File: config.mk
export PLATFORM = sky130hd
export DESIGN_NAME = frame_tx
export DESIGN_NICKNAME = d
export VERILOG_FILES = /design/src/rtl/frame_pkg.sv /design/src/rtl/frame_tx_outreg.sv /design/src/rtl/frame_tx.sv
export SDC_FILE = /design/constraint.sdc
export NUM_CORES = 1
export LEC_CHECK = 0
export CAP_MARGIN = 20
export CORE_ASPECT_RATIO = 1.25
export CORE_MARGIN = 1
export CORE_UTILIZATION = 38
export CTS_CLUSTER_DIAMETER = 150
export CTS_CLUSTER_SIZE = 30
export DETAILED_ROUTE_END_ITERATION = 16
export PLACE_DENSITY = 0.65
export SLEW_MARGIN = 15
export SYNTH_ARGS = -nofsm -noshare
export SYNTH_HDL_FRONTEND = slang
export SYNTH_SLANG_ARGS = --single-unit
File: constraint.sdc
create_clock -name clk -period 2.1 [get_ports clk]
set_input_delay 0.42 -clock clk [delete_from_list [all_inputs] [get_ports clk]]
set_output_delay 0.42 -clock clk [all_outputs]
set_load 0.1 [all_outputs]
File: src/rtl/frame_pkg.sv
// rtl/frame_pkg.sv - frame protocol constants, state codes and address split shared with the decoder
package frame_pkg;

  localparam logic [7:0] START_BYTE1 = 8'h19;
  localparam logic [7:0] START_BYTE2 = 8'h1E;
  localparam logic [7:0] STOP_BYTE   = 8'h1C;

  localparam int ADDR_W   = 12;
  localparam int AHI_BITS = 5;
  localparam int ALO_BITS = 7;

  // Enum values double as the stateop debug codes.
  typedef enum logic [3:0] {
    ST_IDLE  = 4'hF,
    ST_SB1   = 4'h1,
    ST_SB2   = 4'h2,
    ST_AHI   = 4'h3,
    ST_ALO   = 4'h4,
    ST_WDATA = 4'h5,
    ST_STOP  = 4'h6,
    ST_LHI   = 4'h7,
    ST_LLO   = 4'h8,
    ST_DRAIN = 4'h9
  } state_t;

  // {AHI, ALO}: AHI = zero-padded addr top bits, ALO = addr low bits with rw in bit 0.
  function automatic logic [15:0] addr_bytes(input logic [ADDR_W-1:0] addr, input logic rw);
    return {{(8-AHI_BITS){1'b0}}, addr[ADDR_W-1 -: AHI_BITS], addr[ALO_BITS-1:0], rw};
  endfunction

endpackage

File: src/rtl/frame_tx_outreg.sv
// rtl/frame_tx_outreg.sv - tx_data/tx_valid holding register; holds its byte until the sink takes it
module frame_tx_outreg (
  input  logic       clk,
  input  logic       reset_in,
  input  logic       load,
  input  logic [7:0] load_data,
  input  logic       tx_ready,
  output logic [7:0] tx_data,
  output logic       tx_valid,
  output logic       can_load
);

  assign can_load = !tx_valid || tx_ready;

  always_ff @(posedge clk or negedge reset_in) begin
    if (!reset_in) begin
      tx_data  <= 8'h00;
      tx_valid <= 1'b0;
    end else if (load) begin
      tx_data  <= load_data;
      tx_valid <= 1'b1;
    end else if (tx_ready) begin
      tx_valid <= 1'b0;
    end
  end

endmodule

File: src/rtl/frame_tx.sv
// rtl/frame_tx.sv - command-frame transmitter: sync bytes, address, then payload+stop or read length
// Optional FRAME_TX_STOP_GUARD_EN: a STOP_BYTE in the payload closes the frame, pulses err, drains the rest.
module frame_tx
  import frame_pkg::*;
(
  input  logic              clk,
  input  logic              reset_in,
  input  logic              req_valid,
  output logic              req_ready,
  input  logic              req_rw,
  input  logic [ADDR_W-1:0] req_addr,
  input  logic [15:0]       req_len,
  input  logic [7:0]        wr_data,
  input  logic              wr_valid,
  input  logic              wr_last,
  output logic              wr_ready,
  output logic [7:0]        tx_data,
  output logic              tx_valid,
  input  logic              tx_ready,
  output logic              busy,
  output logic              done,
  output logic              err,
  output logic [3:0]        stateop
);

  state_t            state_q, state_d;
  logic              rw_q;
  logic [ADDR_W-1:0] addr_q;
  logic [15:0]       len_q;
  logic              stop_q, stop_d;  // STOP_BYTE is already sitting in the output register
  logic              done_q, done_d;
  logic              load;
  logic [7:0]        load_data;
  logic              can_load;
  logic              hs;
  logic              wr_take;
  logic [15:0]       hdr;
`ifdef FRAME_TX_STOP_GUARD_EN
  logic              abort_q, abort_d;
  logic              drain_q, drain_d;
  logic              err_q, err_d;
`endif

  frame_tx_outreg u_outreg (
    .clk       (clk),
    .reset_in  (reset_in),
    .load      (load),
    .load_data (load_data),
    .tx_ready  (tx_ready),
    .tx_data   (tx_data),
    .tx_valid  (tx_valid),
    .can_load  (can_load)
  );

  assign hs      = tx_valid && tx_ready;
  assign hdr     = addr_bytes(addr_q, rw_q);
  assign wr_take = wr_valid && wr_ready && (state_q == ST_ALO || state_q == ST_WDATA);

  always_ff @(posedge clk or negedge reset_in) begin
    if (!reset_in) begin
      state_q <= ST_IDLE;
      stop_q  <= 1'b0;
      done_q  <= 1'b0;
      rw_q    <= 1'b0;
      addr_q  <= '0;
      len_q   <= '0;
`ifdef FRAME_TX_STOP_GUARD_EN
      abort_q <= 1'b0;
      drain_q <= 1'b0;
      err_q   <= 1'b0;
`endif
    end else begin
      state_q <= state_d;
      stop_q  <= stop_d;
      done_q  <= done_d;
`ifdef FRAME_TX_STOP_GUARD_EN
      abort_q <= abort_d;
      drain_q <= drain_d;
      err_q   <= err_d;
`endif
      if (state_q == ST_IDLE && req_valid) begin
        rw_q   <= req_rw;
        addr_q <= req_addr;
        len_q  <= req_len;
      end
    end
  end

  always_comb begin
    state_d = state_q;
    stop_d  = stop_q;
`ifdef FRAME_TX_STOP_GUARD_EN
    abort_d = abort_q;
    drain_d = drain_q;
`endif
    case (state_q)
      ST_IDLE: begin
        stop_d = 1'b0;
`ifdef FRAME_TX_STOP_GUARD_EN
        abort_d = 1'b0;
        drain_d = 1'b0;
`endif
        if (req_valid) state_d = ST_SB1;
      end
      ST_SB1:   if (hs) state_d = ST_SB2;
      ST_SB2:   if (hs) state_d = ST_AHI;
      ST_AHI:   if (hs) state_d = ST_ALO;
      ST_ALO:   if (hs) state_d = rw_q ? ST_WDATA : ST_LHI;
      ST_WDATA: state_d = state_q;
      ST_STOP: begin
        if (!stop_q) begin
          if (can_load) stop_d = 1'b1;
        end else if (hs) begin
`ifdef FRAME_TX_STOP_GUARD_EN
          state_d = (abort_q && drain_q) ? ST_DRAIN : ST_IDLE;
`else
          state_d = ST_IDLE;
`endif
        end
      end
      ST_LHI:   if (hs) state_d = ST_LLO;
      ST_LLO:   if (hs) state_d = ST_IDLE;
`ifdef FRAME_TX_STOP_GUARD_EN
      ST_DRAIN: if (wr_valid && wr_last) state_d = ST_IDLE;
`endif
      default:  state_d = ST_IDLE;
    endcase
    if (wr_take) begin
      if (wr_last) state_d = ST_STOP;
`ifdef FRAME_TX_STOP_GUARD_EN
      if (wr_data == STOP_BYTE) begin
        state_d = ST_STOP;
        stop_d  = 1'b1;
        abort_d = 1'b1;
        drain_d = !wr_last;
      end
`endif
    end
  end

  // ALO of a write also accepts the first payload byte on its handshake so payload follows without a bubble.
  always_comb begin
    load      = 1'b0;
    load_data = 8'h00;
    wr_ready  = 1'b0;
    done_d    = 1'b0;
`ifdef FRAME_TX_STOP_GUARD_EN
    err_d     = 1'b0;
`endif
    case (state_q)
      ST_IDLE: if (req_valid) begin load = 1'b1; load_data = START_BYTE1; end
      ST_SB1:  if (hs) begin load = 1'b1; load_data = START_BYTE2; end
      ST_SB2:  if (hs) begin load = 1'b1; load_data = hdr[15:8]; end
      ST_AHI:  if (hs) begin load = 1'b1; load_data = hdr[7:0]; end
      ST_ALO: begin
        if (rw_q) wr_ready = can_load;
        else if (hs) begin load = 1'b1; load_data = len_q[15:8]; end
      end
      ST_WDATA: wr_ready = can_load;
      ST_STOP: begin
        if (!stop_q) begin
          if (can_load) begin load = 1'b1; load_data = STOP_BYTE; end
        end else if (hs) begin
`ifdef FRAME_TX_STOP_GUARD_EN
          done_d = !abort_q;
          err_d  = abort_q;
`else
          done_d = 1'b1;
`endif
        end
      end
      ST_LHI:  if (hs) begin load = 1'b1; load_data = len_q[7:0]; end
      ST_LLO:  if (hs) done_d = 1'b1;
`ifdef FRAME_TX_STOP_GUARD_EN
      ST_DRAIN: wr_ready = 1'b1;
`endif
      default: load = 1'b0;
    endcase
    // A guarded STOP_BYTE payload byte already equals the terminator, so it loads unchanged.
    if (wr_take) begin
      load      = 1'b1;
      load_data = wr_data;
    end
  end

  assign req_ready = (state_q == ST_IDLE);
  assign busy      = (state_q != ST_IDLE);
  assign done      = done_q;
  assign stateop   = state_q;
`ifdef FRAME_TX_STOP_GUARD_EN
  assign err       = err_q;
`else
  assign err       = 1'b0;
`endif

endmodule
After elaboration in Yosys (flattened, before gate mapping). Cells that the tools add are included.

Reductions and logical operators: 10. Eq/ne operators: 10. Multiplexer cells: 38.

Operators with widths (count): one-hot mux 8 bit (7 select lines) (1); two-way mux 4 bit (10); two-way mux 8 bit (5); one-hot mux 4 bit (9 select lines) (1); two-way mux 5 bit (5); == test 4 x 3 -> 1 bit, second input constant (4); two-way mux 1 bit (11); == test 4 x 2 -> 1 bit, second input constant (2); == test 4 bit, second input constant (2); one-hot mux 1 bit (2 select lines) (3); == test 4 x 1 -> 1 bit, second input constant (1); logical AND 1 bit (4); inequality test 4 bit, second input constant (1); one-hot mux 1 bit (4 select lines) (1); nonzero test 2 bit (2); OR reduction 4 bit (1); logical OR 1 bit (2); two-way mux 2 bit (1); zero test 1 bit (1).

Output and inout port bits: 18. Word-level logic and storage cells: 66. Flip-flop bits (word level): 44. Bits of input ports: 43.

Longest topological paths before layout. Gate-level depths: netlist (run 1).

Depth after elaboration: 8. Depth in mapped cells: 8.

Cells and area by module. From an unflattened synthesis (run 1), not the netlist that was laid out.

Cells, all modules: 206. Area total of the unflattened synthesis: 2373.5 um2.

By module, submodules not included: frame_tx (times used 1, seq. area each 880.8 um2, cells an instance 186, area an instance 2004.4 um2); frame_tx_outreg (times used 1, seq. area each 225.2 um2, cells an instance 20, area an instance 369.1 um2).

Least setup slack after synthesis (run 1). Ideal clock, no wire load.

Path kind: register to output. Start: register state_q[0] (netlist: stateop[0]). End: output port wr_ready. Cell stages (with the launch flop): 6. Arrival: 3.782 ns. Required time: 1.680 ns. Setup slack: -2.102 ns. Cells stage by stage: dfstp_2 > buf_6 > clkbuf_1 > clkbuf_1 > nor2_1 > nor3_1.

Word-level cells in the longest chain between the ends: 2. Elaborated cells on any way between the ends: 3. Those cells by class: 2 x eq/ne; 1 x mux.

Ends and longest elaborated chain: from (decl) (RTL line frame_tx.sv:26) `state_t state_q, state_d;`; from (signal assigned) (RTL line frame_tx.sv:73) `state_q <= state_d;`; == test 4 x 3 -> 1 bit (RTL line frame_tx.sv:150) `case (state_q)`; one-hot mux 1 bit (2 select lines) * (RTL line frame_tx.sv:150); to (decl) (RTL line frame_tx.sv:16) `output logic wr_ready,`.

Every way passes the cells marked *; elsewhere a longest branch is shown, timed or not.

Final worst setup path (run 1).
Start: register state_q[2] (netlist: stateop[2]). End: output port wr_ready.

The elaborated chain is that of the path after synthesis.

==> results of run 1 <==
-- through the flow --
step	hold WS [ns]	utilization, %	total power, mW	instances	setup slack [ns]
4_1_cts	0.0866	56.1	5.31	392	0.0587
3_3_place_gp	0.434	53.1	4.48	379	-0.0904
2_1_floorplan	0.124	-	3.73	256	-0.421
5_1_grt	0.116	56.4	5.62	392	0.0296
6_report	0.0804	56.4	5.32	392	0.0647
3_5_place_dp	0.420	53.1	4.51	379	-0.0973
-- cells by family (layout without fill, tap and decap cells) --
group / count (synthesis) / count (layout) / synth area share, %
DFF: 44 / 44 / 48.2
and+or+nand+nor: 136 / 136 / 27.2
AOI/OAI and AO/OA: 41 / 41 / 15.7
other: 1 / 1 / 0.164
buffers and inverters: 29 / 99 / 6.60
muxes: 5 / 5 / 2.18
-- layer usage --
| metal | wire [microns] | vias to the layer above |
|---|---|---|
| li1 | - | 1027 |
| met1 | 2600 | 1013 |
| met2 | 2980 | 57 |
| met3 | 242 | 6 |
| met4 | 90 | 0 |
| met5 | 0 | - |
-- worst max-delay path by stage --
stage	endpoint	slack, ns	startpoint	depth (start not counted)
after floorplan	wr_ready	-0.42	stateop[0]	5
after global placement	u_outreg.tx_data[2]	-0.09	tx_ready	6
after detailed placement	u_outreg.tx_data[2]	-0.1	tx_ready	6
after CTS	wr_ready	0.06	stateop[2]	4
after global routing	wr_ready	0.03	stateop[2]	4
final	wr_ready	0.06	stateop[2]	4
-- sequential cells by signal, summed over array words and instances (netlist names) --
name               flops
len_q                 16
addr_q                12
u_outreg.tx_data       8
stateop                4
done                   1
rw_q                   1
stop_q                 1
u_outreg.tx_valid      1
-- critical path: stages, from the launching register on --
cell,delay [ns]
dfstp_4,0.65
nor2b_4,0.20
nand2_1,0.12
nor3_4,0.16
buf_12,0.20
-- layout make-up --
cell class | count | area (sq um) | area share, %
clock inverters | 2 | 38.8 | 1.18
inverters | 11 | 48.8 | 1.49
multi-input cells | 183 | 1090 | 33.3
clock buffers | 6 | 82.6 | 2.52
well taps | 66 | 82.6 | 2.52
repair buffers | 80 | 813 | 24.8
flip-flops and latches | 44 | 1120 | 34.2
-- timing repair --
action / in CTS / in global routing
cloned: 0 / 0
buffers inserted: 5 / 0
gates resized for setup: 1 / 2
endpoints found under the setup margin: 1 / 2
-- report_power, final --
part           switching (mW)  internal [mW]  total (mW)
Combinational            1.87           1.07        2.94
Clock                   0.294          0.389       0.683
Sequential              0.389           1.30        1.69
-- placed cells by master, fill, tap and decap left out, types with 6 or more instances in the layout --
cell / instances
nand2_1: 95
clkdlybuf4s50_1: 41
dfrtp_1: 40
buf_4: 29
inv_1: 10
buf_12: 9
nor3_1: 6
clkbuf_8: 6
==> flow_summary_export.csv, run 1 <==
group,metric,value,unit
drt,vias,2103,
grt,grt.met1_usage,25.9,%
job,cap_viol_max_count,0,
synth,synth_top_area_share,43.6,%
run_status,run_status,"finished clean",
finish,nFillCells,533,
synth,postSynth.asyncResetShare,100,%
synth,ys_top_cells_by_count,"96 x nand2_1, 40 x dfrtp_1, 11 x clkbuf_1, 10 x inv_1, 8 x nor3_1",
placement,portBuffers,59,
drt,drc,0,
sta,hold_viol_final,0,
synth,synth_nets,299,
grt,grt_usage,20.3,%
floorplan,core-area,5820,sq um
sta,skew,0.00965,ns
setup_path,worstPathArrival,1.62,ns
synth,synth.distinct_cells,49,
sta,slew_headroom,66.2,%
grt,grt_use_met3,2.85,%
grt,grt_max_degree,30,
sta,worst_slew_pin_slew,0.507,ns
setup_path,setup.worst_path.end_class,"output pin",
drt,drt_iter0_drc,160,
synth,synth.most_common_cell,"nand2_1",
finish,n_antenna_cell,0,
sta,fmax,491,MHz
drt,viasPerCell,5.36,
synth,ys.flop_type,"dfrtp_1",
sta,period_needed,2.04,ns
setup_path,r2r_slack,0.17,ns
grt,busiest_layer,"met2",
synth,synth_top_area_cell,"dfrtp_1",
hold_path,hp-class,"in2async",
sta,final-setup-viol-count,0,
synth,syn_area_per_cell,8.96,sq um
pwr,peakVddDrop,778,uV
cts,h-tree-depth,2,
floorplan,io_pins,61,
drt,antenna_left,0,
drt,totalWireLength,5910,microns
pwr,power_density,1620,nW/um^2
grt,grt_pass1_wl,9960,microns
grt,grt.overflow.total,0,
setup_path,critPathMaxFanout,5,
cts,clkSinkCount,44,
placement,place_area,3090,sq um
cts,clk_pin_slew,0.09,ns
synth,synth_edf_count,0,
grt,antenna_found_initial,0,
placement,place.gp.congestion,0.847,
setup_path,r2r_end,"u_outreg.tx_valid",
placement,dpl.hpwl,4280,microns
floorplan,die_h,88.9,microns
grt,use_met2,35.9,%
floorplan,start_util,39.4,%
cts,cts-root-buf,"clkbuf_8",
setup_path,start_kind,"flop",
drt,avgRoutedWirePerCell,15.1,microns
synth,netlist_instances,256,
synth,yosys_register_bits,44,
cts,clockBufferDepth,2,
drt,drtPass1Iterations,4,
cts,cts_made_buffers,5,
cts,clk_latency,0.30,ns
finish,drive_gt1_share,20.9,%
pwr,p_leak,1.54,nW
sta,setup_tns,0,ns
floorplan,die-area,6350,sq um
synth,synth.area.top_cells,"dfrtp_1 44%, nand2_1 16%, dfstp_2 4.6%",
setup_path,critical_path_class,"reg2out",
cts,cts_hold_buf,0,
synth,ys_warn_count,0,
sta,drv_slew,0,
finish,final_nets,368,
setup_path,required,1.68,ns
setup_path,r2r_start,"stateop[2]",
finish,area_delta_synth_final,43.0,%
sta,fin_crit_sh,96.9,%
finish,design_area,3280,sq um
sta,rsz0062_at_grt,"no",
cts,cts_tree,"done",
synth,synth-seq-area-share,48.2,%
floorplan,fp-row-count,31,
grt,grt_pass1_vias,2087,
synth,syn_area,2290,sq um
floorplan,die_w,71.5,microns
setup_path,rr_worst_depth,6,
Power figures use the tool's default switching activity.
==> run 2: changes to the inputs <==
CORE_ASPECT_RATIO = 0.6   (was 1.25)
PLACE_DENSITY = 0.77   (was 0.65)
==> flow_summary_export.csv, run 2 (synthesis gave the netlist of run 1 again) <==
group,metric,value,unit
run_status,run_status,"finished clean",
cts,clockBufferDepth,2,
cts,cts_tree,"done",
drt,met2RoutedLength,2660,microns
pwr,power_frac_seq,31.2,%
floorplan,core-area,5700,sq um
drt,met1_length,2950,microns
pwr,peakVddDrop,725,uV
finish,final_nets,366,
cts,clk_latency,0.30,ns
sta,rsz0062_at_grt,"no",
pwr,pwr-share-clk,12.3,%
setup_path,crit_path_frequent_cell,"buf_12",
finish,layout_commonest_cell,"nand2_1",
sta,fin_crit_sh,98.4,%
finish,n_antenna_cell,0,
pwr,p_leak,1.54,nW
sta,drv_slew,0,
cts,h-tree-depth,2,
cts,clk_pin_slew,0.08,ns
sta,hold_viol_final,0,
setup_path,required,1.68,ns
finish,drive_gt1_share,21.3,%
drt,route.met3.wl,620,microns
drt,top_layer,"met4",
pwr,power_density,1620,nW/um^2
pwr,sw_frac_of_total,48.6,%
setup_path,start_kind,"flop",
pwr,power,5.38,mW
setup_path,setup.worst_path.end_class,"output pin",
cts,cts_made_buffers,5,
sta,period_needed,2.07,ns
job,cap_viol_max_count,0,
grt,grt_usage,21.3,%
sta,worst_slew_pin_slew,0.515,ns
sta,holdWs,0.0845,ns
floorplan,start_util,40.2,%
placement,portBuffers,59,
cts,cts-root-buf,"clkbuf_8",
placement,dp_cells,389,
finish,area_delta_synth_final,44.6,%
grt,grt_max_degree,32,
floorplan,io_pins,61,
finish,nFillCells,505,
finish,final_cells,404,
finish,top_register,"len_q",
pwr,combPwrFrac,56.5,%
drt,drt_iter0_drc,153,
setup_path,cp_cell_sequence,"buf_4 > buf_12 > nand4_4 > inv_8 > buf_12",
grt,antenna_found_initial,0,
drt,drc,0,
hold_path,hp-class,"in2async",
sta,final-setup-viol-count,0,
drt,viasPerCell,5.27,
setup_path,slowest_delay,0.65,ns
grt,grt_pass1_vias,2087,
drt,totalWireLength,6320,microns
sta,fmax,484,MHz
finish,fin_util,58.2,%
sta,slew_headroom,65.7,%
finish,reg.largest.list,"len_q: 16 flops, addr_q: 12 flops, u_outreg.tx_data: 8 flops",
setup_path,critical_path_class,"reg2out",
sta,skew,0.00566,ns
floorplan,die-area,6360,sq um
pwr,p_int,2.77,mW
grt,grt.overflow.total,0,
drt,vias,2131,
cts,cts_hold_buf,0,
drt,drtPass1Iterations,5,
floorplan,die_h,62.2,microns
drt,antenna_left,0,
setup_path,slowest_stage,"dfstp_4",
placement,dpl.hpwl,4690,microns
finish,largest_reg_flops,16,
pwr,power_switching,2.61,mW
cts,clkSinkCount,44,
placement,place.gp.congestion,0.904,
setup_path,critPathMaxFanout,5,
floorplan,fp-row-count,21,
floorplan,die_w,102,microns
setup_path,worstPathArrival,1.65,ns
grt,grt_pass1_wl,10300,microns
drt,avgRoutedWirePerCell,15.6,microns
finish,mostFrequentLayoutCells,"94 x nand2_1, 41 x clkdlybuf4s50_1, 40 x dfrtp_1",
-- run 2: cell types whose count changed in the layout (fill, tap and decap cells not counted), sizes merged --
cell / change
buf: -2
clkinv: -1
bufinv: -1
clkbuf: +2
-- run 2: worst max-delay path, delay by kind of cell (launching register included) --
family                 cells  cell delay (ns)
flip-flops                 1             0.65
buffers and inverters      4             0.53
AND/OR/NAND/NOR            1             0.16
-- run 2: worst paths after layout --
path | endpoint | startpoint | depth (start not counted) | slack (ns)
setup reg to reg | u_outreg.tx_data[3] | stateop[2] | 5 | 0.06
hold reg to reg | addr_q[0] | addr_q[0] | 2 | 0.48
max in group asynchronous | len_q[4] | reset_in | 2 | 1.51
min in group clk | addr_q[0] | addr_q[0] | 2 | 0.48
setup / recovery | req_ready | stateop[2] | 5 | 0.03
hold / removal | stop_q | reset_in | 1 | 0.08
-- run 2: power groups by stage --
stage | clock network (mW) | logic, mW | registers [mW]
floorplan | 0 | 1.38 | 2.35
global placement | 0 | 2.69 | 1.75
detailed placement | 0 | 2.75 | 1.76
CTS | 0.673 | 2.99 | 1.67
global route | 0.705 | 3.23 | 1.72
finish | 0.661 | 3.04 | 1.68
-- run 2: metal layers --
layer / vias to the layer above / global-route usage, %
met5: - / 0
met4: 0 / 5.54
met3: 15 / 7.21
met2: 111 / 28.8
met1: 982 / 32.0
li1: 1023 / -
-- run 2: area by class of cell --
class | instances | area, sq um | area share (%)
repair buffers | 78 | 823 | 24.8
flip-flops and latches | 44 | 1120 | 33.8
multi-input cells | 183 | 1100 | 33.2
inverters | 11 | 48.8 | 1.47
well taps | 80 | 100 | 3.02
clock buffers | 8 | 121 | 3.66
-- run 2: timing repair --
| item | in CTS | in global routing |
|---|---|---|
| buffers inserted | 5 | 2 |
| endpoints found under the setup margin | 2 | 5 |
| gates resized for setup | 3 | 3 |
-- run 2: through the flow --
stage                     worst slack [ns]  TNS, ns  cell area, sq um
after floorplan                     -0.421    -9.05              2420
after global placement             -0.0580   -0.235              3090
after detailed placement            -0.147   -0.567              3090
after CTS                           0.0273        0              3280
after global routing              0.000818        0              3320
final                               0.0344        0              3320
==> variant (config.mk and constraints of run 2) <==
`ADDR_W`: 12 -> 11.
--- a/src/rtl/frame_pkg.sv
+++ b/src/rtl/frame_pkg.sv
@@ -7,3 +7,3 @@
 
-  localparam int ADDR_W   = 12;
+  localparam int ADDR_W   = 11;
   localparam int AHI_BITS = 5;
Ports: changed (resized req_addr); port bits go from 61 to 60. No check against the original RTL was run, so the function may have changed too.
==> variant against run 2 <==
Critical path type unchanged. Cell area increased by 1.5%. Highest routed layer unchanged. Routed wire length fell by 2.3%. Cell count down 14%. Setup slack gained 0.0052 ns. Clock skew increased by 0.0015 ns. Power rose by 1.7%. Register-to-register slack about the same. Area after synthesis shrank 5.6%. Sequential cell count fell by 1. Synthesized cell count shrank 25%. First-iteration DRC count up 2.0%.
==> variant: results (changes against run 2) <==
Vias 1912 (was 2131); Mapped Nets 234 (was 299); Compound-Gate Fraction of Synth Area 15.0% (was 15.7%); Detail Route met2 WL 2.62 mm (was 2.66 mm); Setup crit end busy (was req_ready); Least-Margin Pin Slew 0.582 ns (was 0.515 ns); total of max-cap violations 0 (unchanged); share of layout cells above drive strength 1 38.8% (was 21.3%); H-tree depth 2 (unchanged); Reg2Reg Depth 7 (was 5); M2 GR Usage 33.3% (was 28.8%); Adder-Cell Fraction of Synth Area 0% (unchanged); gr usage total 22.2% (was 21.3%); CP Max Fanout 6 (was 5); reg2reg end u_outreg.tx_data[4]$_DFFE_PN0P_ (was u_outreg.tx_data[3]$_DFFE_PN0P_); drt wl/cell 17.8 um (was 15.6 um); clock buffer depth 2 (unchanged); top layer in use met4 (unchanged); Clock Skews 0.00715 ns (was 0.00566 ns); syn avg cell area 11.3 sq um (was 8.96 sq um); FFs w/ async S/R, synth 100% (unchanged); global-route wire length before repair 9.98 mm (was 10.3 mm); leakage dissipation 1.48 nW (was 1.54 nW); synth cell count leaders dfrtp_1, mux2_2, inv_1, nor2_1, nand2_1 (was nand2_1, dfrtp_1, clkbuf_1, inv_1, nor3_1); mux contribution to synthesized area 18.1% (was 2.18%); final cell count without fillers 347 (was 404); placed insts 330 (was 389); Port Buffers 58 (was 59); Largest regs len_q (16), addr_q (11), u_outreg.tx_data (8) (was len_q (16), addr_q (12), u_outreg.tx_data (8)); WP data arrival approximately 1.6 ns; Synth Flop Type dfrtp_1 (unchanged); Crit. Startpoint stateop[0]$_DFF_PN1_ (was stateop[2]$_DFF_PN1_); dpl ws -0.0634 ns (was -0.147 ns); R2R Setup Slk 0.06 ns (about the same); Max IR drop VDD 0.000600 V (was 0.000725 V); DRT met1 WL 3.10 mm (was 2.95 mm); first drt pass iteration count 4 (was 5); GRT met1 Usage 32.8% (was 32.0%); clk_lat worst skew approximately 0.29 ns; n_diodes 0 (unchanged); met3 WL 404 um (was 620 um); sequential-to-total area share from yosys stat 49.9% (was 48.2%); final net count 322 (was 366); hold_ws 0.117 ns (was 0.0845 ns); outcome finished clean (unchanged); placed cell area 3180 sq um (was 3090 sq um); synth unique cells 47 (was 49); pin count of the biggest net entering global routing 27 (was 32); met3 Resource Use GR 4.95% (was 7.21%); leading post-synthesis cells by cell area dfrtp_1, mux2_2, dfstp_2, inv_1, nor2_1 (was dfrtp_1, nand2_1, dfstp_2, o211ai_2, buf_6); Slowest Stage Delay on Critical Path 0.63 ns (was 0.65 ns); DRC viols 0 (unchanged); clk slew on worst S/H paths 0.08 ns (about the same); First DRT Iteration DRCs 156 (was 153); Detail Placement HPWL 4.59 mm (was 4.69 mm); routability cong. 0.826 (was 0.904); TritonCTS Buffers 5 (unchanged)
variant: final cells by class:
| type | instances | area [sq um] |
|---|---|---|
| tap | 66 | 82.6 |
| clock inverter | 2 | 12.5 |
| inverter | 11 | 45.0 |
| timing repair buffer | 95 | 931 |
| sequential | 43 | 1100 |
| clock buffer | 6 | 72.6 |
| fill | 433 | 1890 |
| multi-input combinational | 124 | 1120 |
variant: cells by family after synthesis:
| family | after synthesis |
|---|---|
| buffers and inverters | 25 |
| flip-flops | 43 |
| AO/OA/AOI/OAI | 41 |
| other | 1 |
| multiplexers | 35 |
| AND/OR/NAND/NOR | 47 |
variant: repair_timing:
action | in CTS | in global routing
endpoints found under the hold margin | 0 | 0
endpoints found under the setup margin | 2 | 7
gates resized for setup | 0 | 4
pin swaps | 0 | 2
hold buffers | 0 | 0
setup buffers | 6 | 3
variant: report_power, final:
part           switching [mW]  internal (mW)
Sequential              0.342           1.27
Combinational            1.86           1.48
Clock                   0.288          0.233
